`src/rtl/mul_arbiter.sv`:
```
// mul_arbiter: round-robin arbiter feeding a shared 3-stage signed multiplier.
// Each result is strobed back to the requester that issued the operation.
// Optional build macro MUL_ARBITER_SAT_EN: saturate the product to DATA_W
// signed range instead of wrapping. The default build truncates.
module mul_arbiter #(
  parameter int DATA_W = 32,
  parameter int N_REQ  = 4
) (
  input  logic                      clk,
  input  logic                      rst,
  input  logic                      run,
  input  logic [N_REQ-1:0]          req_valid,
  input  logic [N_REQ*DATA_W-1:0]   req_in0,
  input  logic [N_REQ*DATA_W-1:0]   req_in1,
  output logic [N_REQ-1:0]          req_ready,
  output logic [N_REQ-1:0]          res_valid,
  output logic [DATA_W-1:0]         res_data,
  output logic                      busy,
  output logic [31:0]               issue_cnt
);

  localparam int TAG_W = $clog2(N_REQ);
  localparam logic [TAG_W-1:0] LAST_IDX = TAG_W'(N_REQ - 1);

  // Per-requester operand views of the flat input buses
  logic [DATA_W-1:0] op_a [N_REQ];
  logic [DATA_W-1:0] op_b [N_REQ];

  // Arbitration state
  logic [TAG_W-1:0]  ptr_reg;
  logic [TAG_W-1:0]  grant_idx;
  logic [TAG_W-1:0]  cand;
  logic              grant_found;
  logic              accept;
  logic [31:0]       issue_cnt_reg;

  // Pipeline stages
  logic              s1_valid, s2_valid, s3_valid;
  logic [TAG_W-1:0]  s1_tag, s2_tag, s3_tag;
  logic [DATA_W-1:0] s1_a, s1_b;
  logic [2*DATA_W-1:0] s2_prod;
  logic [2*DATA_W-1:0] ext_a, ext_b;
  logic [DATA_W-1:0] fmt_res;
  logic [DATA_W-1:0] res_data_reg;

  genvar gi;
  generate
    for (gi = 0; gi < N_REQ; gi++) begin : g_req
      assign op_a[gi]      = req_in0[gi*DATA_W +: DATA_W];
      assign op_b[gi]      = req_in1[gi*DATA_W +: DATA_W];
      assign req_ready[gi] = grant_found && (grant_idx == TAG_W'(gi));
      assign res_valid[gi] = s3_valid && (s3_tag == TAG_W'(gi));
    end
  endgenerate

  // Round-robin search: walk from ptr+1 with wrap, first pending requester wins
  always_comb begin
    grant_found = 1'b0;
    grant_idx   = '0;
    cand        = ptr_reg;
    for (int k = 0; k < N_REQ; k++) begin
      cand = (cand == LAST_IDX) ? '0 : cand + TAG_W'(1);
      if (run && !grant_found && req_valid[cand]) begin
        grant_found = 1'b1;
        grant_idx   = cand;
      end
    end
  end

  // A grant is only ever offered to a requester that is valid, so any grant is a handshake
  assign accept = |(req_valid & req_ready);

  // Sign-extend operands so a plain 2W-bit multiply yields the signed product
  assign ext_a = {{DATA_W{s1_a[DATA_W-1]}}, s1_a};
  assign ext_b = {{DATA_W{s1_b[DATA_W-1]}}, s1_b};

`ifdef MUL_ARBITER_SAT_EN
  localparam logic [DATA_W-1:0] SAT_MAX = {1'b0, {(DATA_W-1){1'b1}}};
  localparam logic [DATA_W-1:0] SAT_MIN = {1'b1, {(DATA_W-1){1'b0}}};
  logic [DATA_W:0] prod_top;
  assign prod_top = s2_prod[2*DATA_W-1:DATA_W-1];

  // Clamp when the upper product bits are not a pure sign extension
  always_comb begin
    fmt_res = s2_prod[DATA_W-1:0];
    if (!((prod_top == '0) || (prod_top == '1))) begin
      fmt_res = s2_prod[2*DATA_W-1] ? SAT_MIN : SAT_MAX;
    end
  end
`else
  logic unused_prod_hi;
  assign unused_prod_hi = ^s2_prod[2*DATA_W-1:DATA_W];

  // Two's-complement wrap: keep the low DATA_W product bits
  always_comb begin
    fmt_res = s2_prod[DATA_W-1:0];
  end
`endif

  // Round-robin pointer and accepted-operation counter
  always_ff @(posedge clk or posedge rst) begin
    if (rst) begin
      ptr_reg       <= LAST_IDX;
      issue_cnt_reg <= '0;
    end else if (accept) begin
      ptr_reg       <= grant_idx;
      issue_cnt_reg <= issue_cnt_reg + 32'd1;
    end
  end

  // Three-stage multiply pipeline; reset discards everything in flight
  always_ff @(posedge clk or posedge rst) begin
    if (rst) begin
      s1_valid     <= 1'b0;
      s2_valid     <= 1'b0;
      s3_valid     <= 1'b0;
      s1_tag       <= '0;
      s2_tag       <= '0;
      s3_tag       <= '0;
      s1_a         <= '0;
      s1_b         <= '0;
      s2_prod      <= '0;
      res_data_reg <= '0;
    end else begin
      s1_valid <= accept;
      s1_tag   <= grant_idx;
      if (accept) begin
        s1_a <= op_a[grant_idx];
        s1_b <= op_b[grant_idx];
      end
      s2_valid <= s1_valid;
      s2_tag   <= s1_tag;
      if (s1_valid) begin
        s2_prod <= ext_a * ext_b;
      end
      s3_valid <= s2_valid;
      s3_tag   <= s2_tag;
      // Result bus holds its last value between strobes
      if (s2_valid) begin
        res_data_reg <= fmt_res;
      end
    end
  end

  assign res_data  = res_data_reg;
  assign busy      = s1_valid | s2_valid | s3_valid;
  assign issue_cnt = issue_cnt_reg;

endmodule
```
`config.mk`:
```
export PLATFORM = sky130hd
export DESIGN_NAME = mul_arbiter
export DESIGN_NICKNAME = d
export VERILOG_FILES = /design/src/rtl/mul_arbiter.sv
export SDC_FILE = /design/constraint.sdc
export NUM_CORES = 2
export LEC_CHECK = 0
export BUFFER_PORTS_ARGS = -buffer_cell sky130_fd_sc_hd__buf_2
export CAP_MARGIN = 20
export CORE_MARGIN = 2
export CORE_UTILIZATION = 43
export DETAILED_ROUTE_END_ITERATION = 8
export SLEW_MARGIN = 5
export SYNTH_ARGS = -nofsm -noshare
export SYNTH_HDL_FRONTEND = slang
export SYNTH_SLANG_ARGS = --single-unit
export TNS_END_PERCENT = 20
```
`constraint.sdc`:
```
create_clock -name clk -period 6.44 [get_ports clk]
set_input_delay 1.288 -clock clk [delete_from_list [all_inputs] [get_ports clk]]
set_output_delay 1.288 -clock clk [all_outputs]
set_load 0.03 [all_outputs]
```
; Word level (Yosys, flattened, before mapping)
; Cells that the tools add are included.
[op_classes]
bitwise = 4
addsub = 5
order_cmp = 5
n_reduce_logical = 21
n_eq_ne = 10
muxes = 26
mul = 1
[ops]
columns = op, n
row1 = 32-bit binary-select mux with 2-bit select, 2
row2 = 32-bit 2-to-1 mux, 4
row3 = 32-bit by 1-bit adder with 32-bit output (second input constant), 1
row4 = 32-bit by 32-bit multiplier with 32-bit output, 1
row5 = 2-bit equality test (second input constant), 8
row6 = 2-bit 2-to-1 mux, 8
row7 = 1-bit logical AND, 15
row8 = 2-bit by 3-bit less-than comparator with 1-bit output (second input constant), 4
row9 = 2-bit by 1-bit adder with 2-bit output (second input constant), 4
row10 = 1-bit binary-select mux with 2-bit select, 4
row11 = 1-bit 2-to-1 mux, 8
row12 = 4-bit AND, 1
row13 = 2-bit by 1-bit equality test with 1-bit output (second input constant), 2
row14 = 2-bit zero test, 2
row15 = 4-bit OR reduction, 1
row16 = 3-bit >= comparator (second input constant), 1
row17 = 1-bit zero test, 3
row18 = 2-bit NOT with 3-bit output, 1
row19 = 1-bit OR, 2
[word_totals]
elab_cells = 84
inputBits = 263
reg_bits = 171
out_inout_bits = 73

; Longest topological paths before layout
[logic_depth]
depth_word = 22
mapped_depth = 26

; Least setup slack after synthesis
; OpenSTA, ideal clock, no wires.
[synth_timing]
path_kind = flip-flop to flip-flop
from = reg s1_b[3]
to = reg s2_prod[31]
setup_slack_ps = -532
required_time_ps = 6358
path_stages_with_launch = 21
path_buffers = 2
arrival_ps = 6890
cell_sequence = dfrtp_1 > clkbuf_1 > clkbuf_1 > and2_1 > fa_1 > fa_1 > inv_1 > fa_1 > fa_1 > inv_1 > fa_1 > fa_1 > fa_1 > fa_1 > ha_1 > nand2_1 > or3_1 > o31ai_1 > a31oi_1 > or4_1 > a31oi_1
[synth_between]
elab_chain_cells = 1
[synth_lines]
columns = item, line_no
row1 = from (decl), 40  ; logic [DATA_W-1:0] s1_a, s1_b;
row2 = from (signal assigned), 129  ; s1_b <= op_b[grant_idx];
row3 = 32-bit by 32-bit multiplier with 32-bit output, 134  ; s2_prod <= ext_a * ext_b;
row4 = to (signal assigned), 134
row5 = to (decl), 41  ; logic [2*DATA_W-1:0] s2_prod;
; Every way passes these cells.
; A chain may end at the register's enable or synchronous reset.

; Worst setup path after layout
[layout_timing]
from = reg s1_b[2]
to = reg s2_prod[31]
; The elaborated chain is that of the path after synthesis.

==> flow_summary.toml <==
[worst_setup_path]
cp_cell_sequence = "buf_12 -> and2_4 -> fa_1 -> fa_1 -> inv_1 -> fa_1 -> fa_1 -> inv_1 -> fa_1 -> fa_1 -> fa_1 -> fa_1 -> ha_4 -> nand2_1 -> or3_4 -> o22ai_2 -> nor2_2 -> o31ai_4 -> a31oi_2 -> or4_1 -> a31oi_1"
start_kind = "flip-flop"
crit_required_ns = 6.86
crit_top_cell = "fa_1"
slowest_delay_ns = 0.56
worstSetupPathType = "reg -> reg"
cp-end-kind = "flip-flop"
cp_max_fo = 4
cp.arrival_ns = 7.20
r2r_slack_ns = -0.34
critPathSlowestCell = "fa_1"

[yosys]
yosysTopAreaCell = "fa_1"
synth_mux_area_share_pct = 13.1
yosysSeqAreaShare_pct = 17.0
synthFlopType = "dfrtp_1"
synth-compound-area-share_pct = 2.38
synth_top_family_by_area = "adder cells"
syn-num-nets = 3291
ys_warn_count = 0
synthTopCellsByArea = "fa_1 33%, dfrtp_1 17%, and2_1 9.9%"
synth_xor_xnor_area_share_pct = 4.00
synthAdderAreaFrac_pct = 40.1
netlist_instances = 2468
synth.distinct_cells = 59
synth.most_common_cell = "inv_1"
ys_ff_latch = 171
syn_area_um2 = 25100
synth-simple-area-share_pct = 14.6
avgSynthCellArea_um2 = 10.2
synth_common_cells = "431 x inv_1, 408 x fa_1, 398 x and2_1"
synth_top_area_share_pct = 32.5
synth-edff-count = 0
async_reset_ff_share_pct = 100

[job]
cap_viol_max_count = 0

[final_layout]
syn_to_final_growth_pct = 21.5
final_core_util_pct = 52.9
drive_gt1_share_pct = 28.4
nets = 3778

[placed_design]
io_buffer_count = 335
gp_congestion = 0.892
dp_hpwl_um = 56300

[floorplan]
die_w_um = 246
io_pins = 336
die_height_um = 246
core_um2 = 57700
rows = 88
die-area_um2 = 60400
initial_utilization_pct = 43.5

[sta]
finalHoldViolCount = 0
finalSetupViolations = 16
fmax_ghz = 0.147
slew_viol_final = 0
post-route-period-util_pct = 105
worst_clock_skew_ns = 0.0304
relSlewSlack_pct = 40.9
worst_slew_pin_slew_ns = 0.886
period_needed_ns = 6.78
grt_setup_unrepaired = "yes"
fin_ws_ns = -0.345

[route]
viasPerCell = 4.98
drc_errors = 0
antenna_left = 0
avgRoutedWirePerCell_um = 18.0
dr.pass1.iters = 5
vias = 18600
wirelength_um = 67200
drtIter0Drc = 846

[global_routing]
grt_pass1_wl_um = 106000
track_usage_pct = 22.9
overflow = 0
grt_max_degree = 106
antenna_found_initial = 1
grt_pass1_vias = 19800

[min_path]
hold_path.class = "reg -> reg"

[run_status]
outcome = "complete, but fails checks"
violations = "negative setup slack"

[clock_tree]
htreeDepth = 4
path_clk_slew_ns = 0.08
worstSkewPairLatency_ns = 0.51
cts_sinks = 171
cts_buffer_depth = 2
cts_made_buffers = 17
cts_hold_buf = 0
cts_root_buf = "clkbuf_16"
tritoncts = "built"
cell type report:
cell class              instances  area [µm²]
fillers                      5295       27200
repair buffers                593        3980
clock buffers                  19         453
flip-flops and latches        171        4310
multi-input cells            1739       19100
inverters                     433        1630
well taps                     765         957
diodes                          1        2.50
clock inverters                13         128
per-layer routing:
metal / share of wire (%) / GRT usage (%) / up-vias
met1: 42 / 29.3 / 9426
li1: - / - / 8557
met4: 3.2 / 8.38 / 0
met2: 50 / 39.6 / 509
met3: 4.4 / 2.99 / 98
met5: 0 / 0 / -
final timing paths:
path,from,to,cells after the start
max reg2reg,s1_b[2]$_DFFE_PP0P_,s2_prod[31]$_DFFE_PP0P_,21
min,s1_tag[0]$_DFF_PP0_,s2_tag[0]$_DFF_PP0_,0
max in group asynchronous,rst,s1_a[14]$_DFFE_PP0P_,3
max,s1_b[2]$_DFFE_PP0P_,s2_prod[31]$_DFFE_PP0P_,21
min in group asynchronous,rst,s2_prod[1]$_DFFE_PP0P_,2
min reg2reg,s1_tag[0]$_DFF_PP0_,s2_tag[0]$_DFF_PP0_,0
cells by family after synthesis:
kind of cell,count (synthesis)
AO/OA/AOI/OAI,86
multiplexers,313
AND/OR/NAND/NOR,666
adder cells (fa/ha/maj),561
buffers and inverters,558
XOR/XNOR,113
flip-flops,171
repair_timing:
| item | CTS | global route |
|---|---|---|
| buffers inserted | 9 | 13 |
| resized for setup | 55 | 40 |
| endpoints found under the setup margin | 19 | 19 |
| gates cloned | 0 | 1 |
| pin swaps | 41 | 30 |
critical path, delay by kind of cell (launching register included):
kind / cells / cell delay (ns)
AO/OA/AOI/OAI: 4 / 0.52
flip-flops: 1 / 0.44
adder cells (fa/ha/maj): 9 / 4.32
AND/OR/NAND/NOR: 5 / 1.16
buffers and inverters: 3 / 0.25
through the flow:
| step | area, µm² | setup WS (ns) | TNS, ns | hold WS, ns | std cells |
|---|---|---|---|---|---|
| final | 30500 | -0.345 | -3.35 | 0.352 | 3734 |
| after global routing | 30500 | -0.579 | -7.35 | 0.358 | 3733 |
| after CTS | 30200 | -0.372 | -3.38 | 0.354 | 3719 |
| after detailed placement | 29400 | -0.675 | -8.62 | 0.335 | 3678 |
| after global placement | 29400 | -0.652 | -7.58 | 0.333 | 3678 |
| after floorplan | 25300 | -0.231 | -0.786 | 0.331 | 2468 |
layout by cell type (no fill, tap or decap), types with 6 or more instances in the layout:
cell	instances
inv_1	428
and2_1	390
fa_1	390
buf_2	338
buf_4	217
mux2i_1	194
nand2_1	167
dfrtp_1	150
ha_1	140
mux2_2	118
xnor2_1	86
nor2_1	26
xor2_1	26
buf_12	26
a21o_1	21
dfrtp_2	19
fa_2	18
clkbuf_16	17
a21oi_1	16
nand3_1	14
ha_4	12
nor3_1	11
buf_6	11
nand4_1	9
and2_4	8
nor2b_1	7
o21ai_0	6
Power is not shown: default switching activity piles up to over one toggle a cycle in this logic, so the estimate is an artifact.
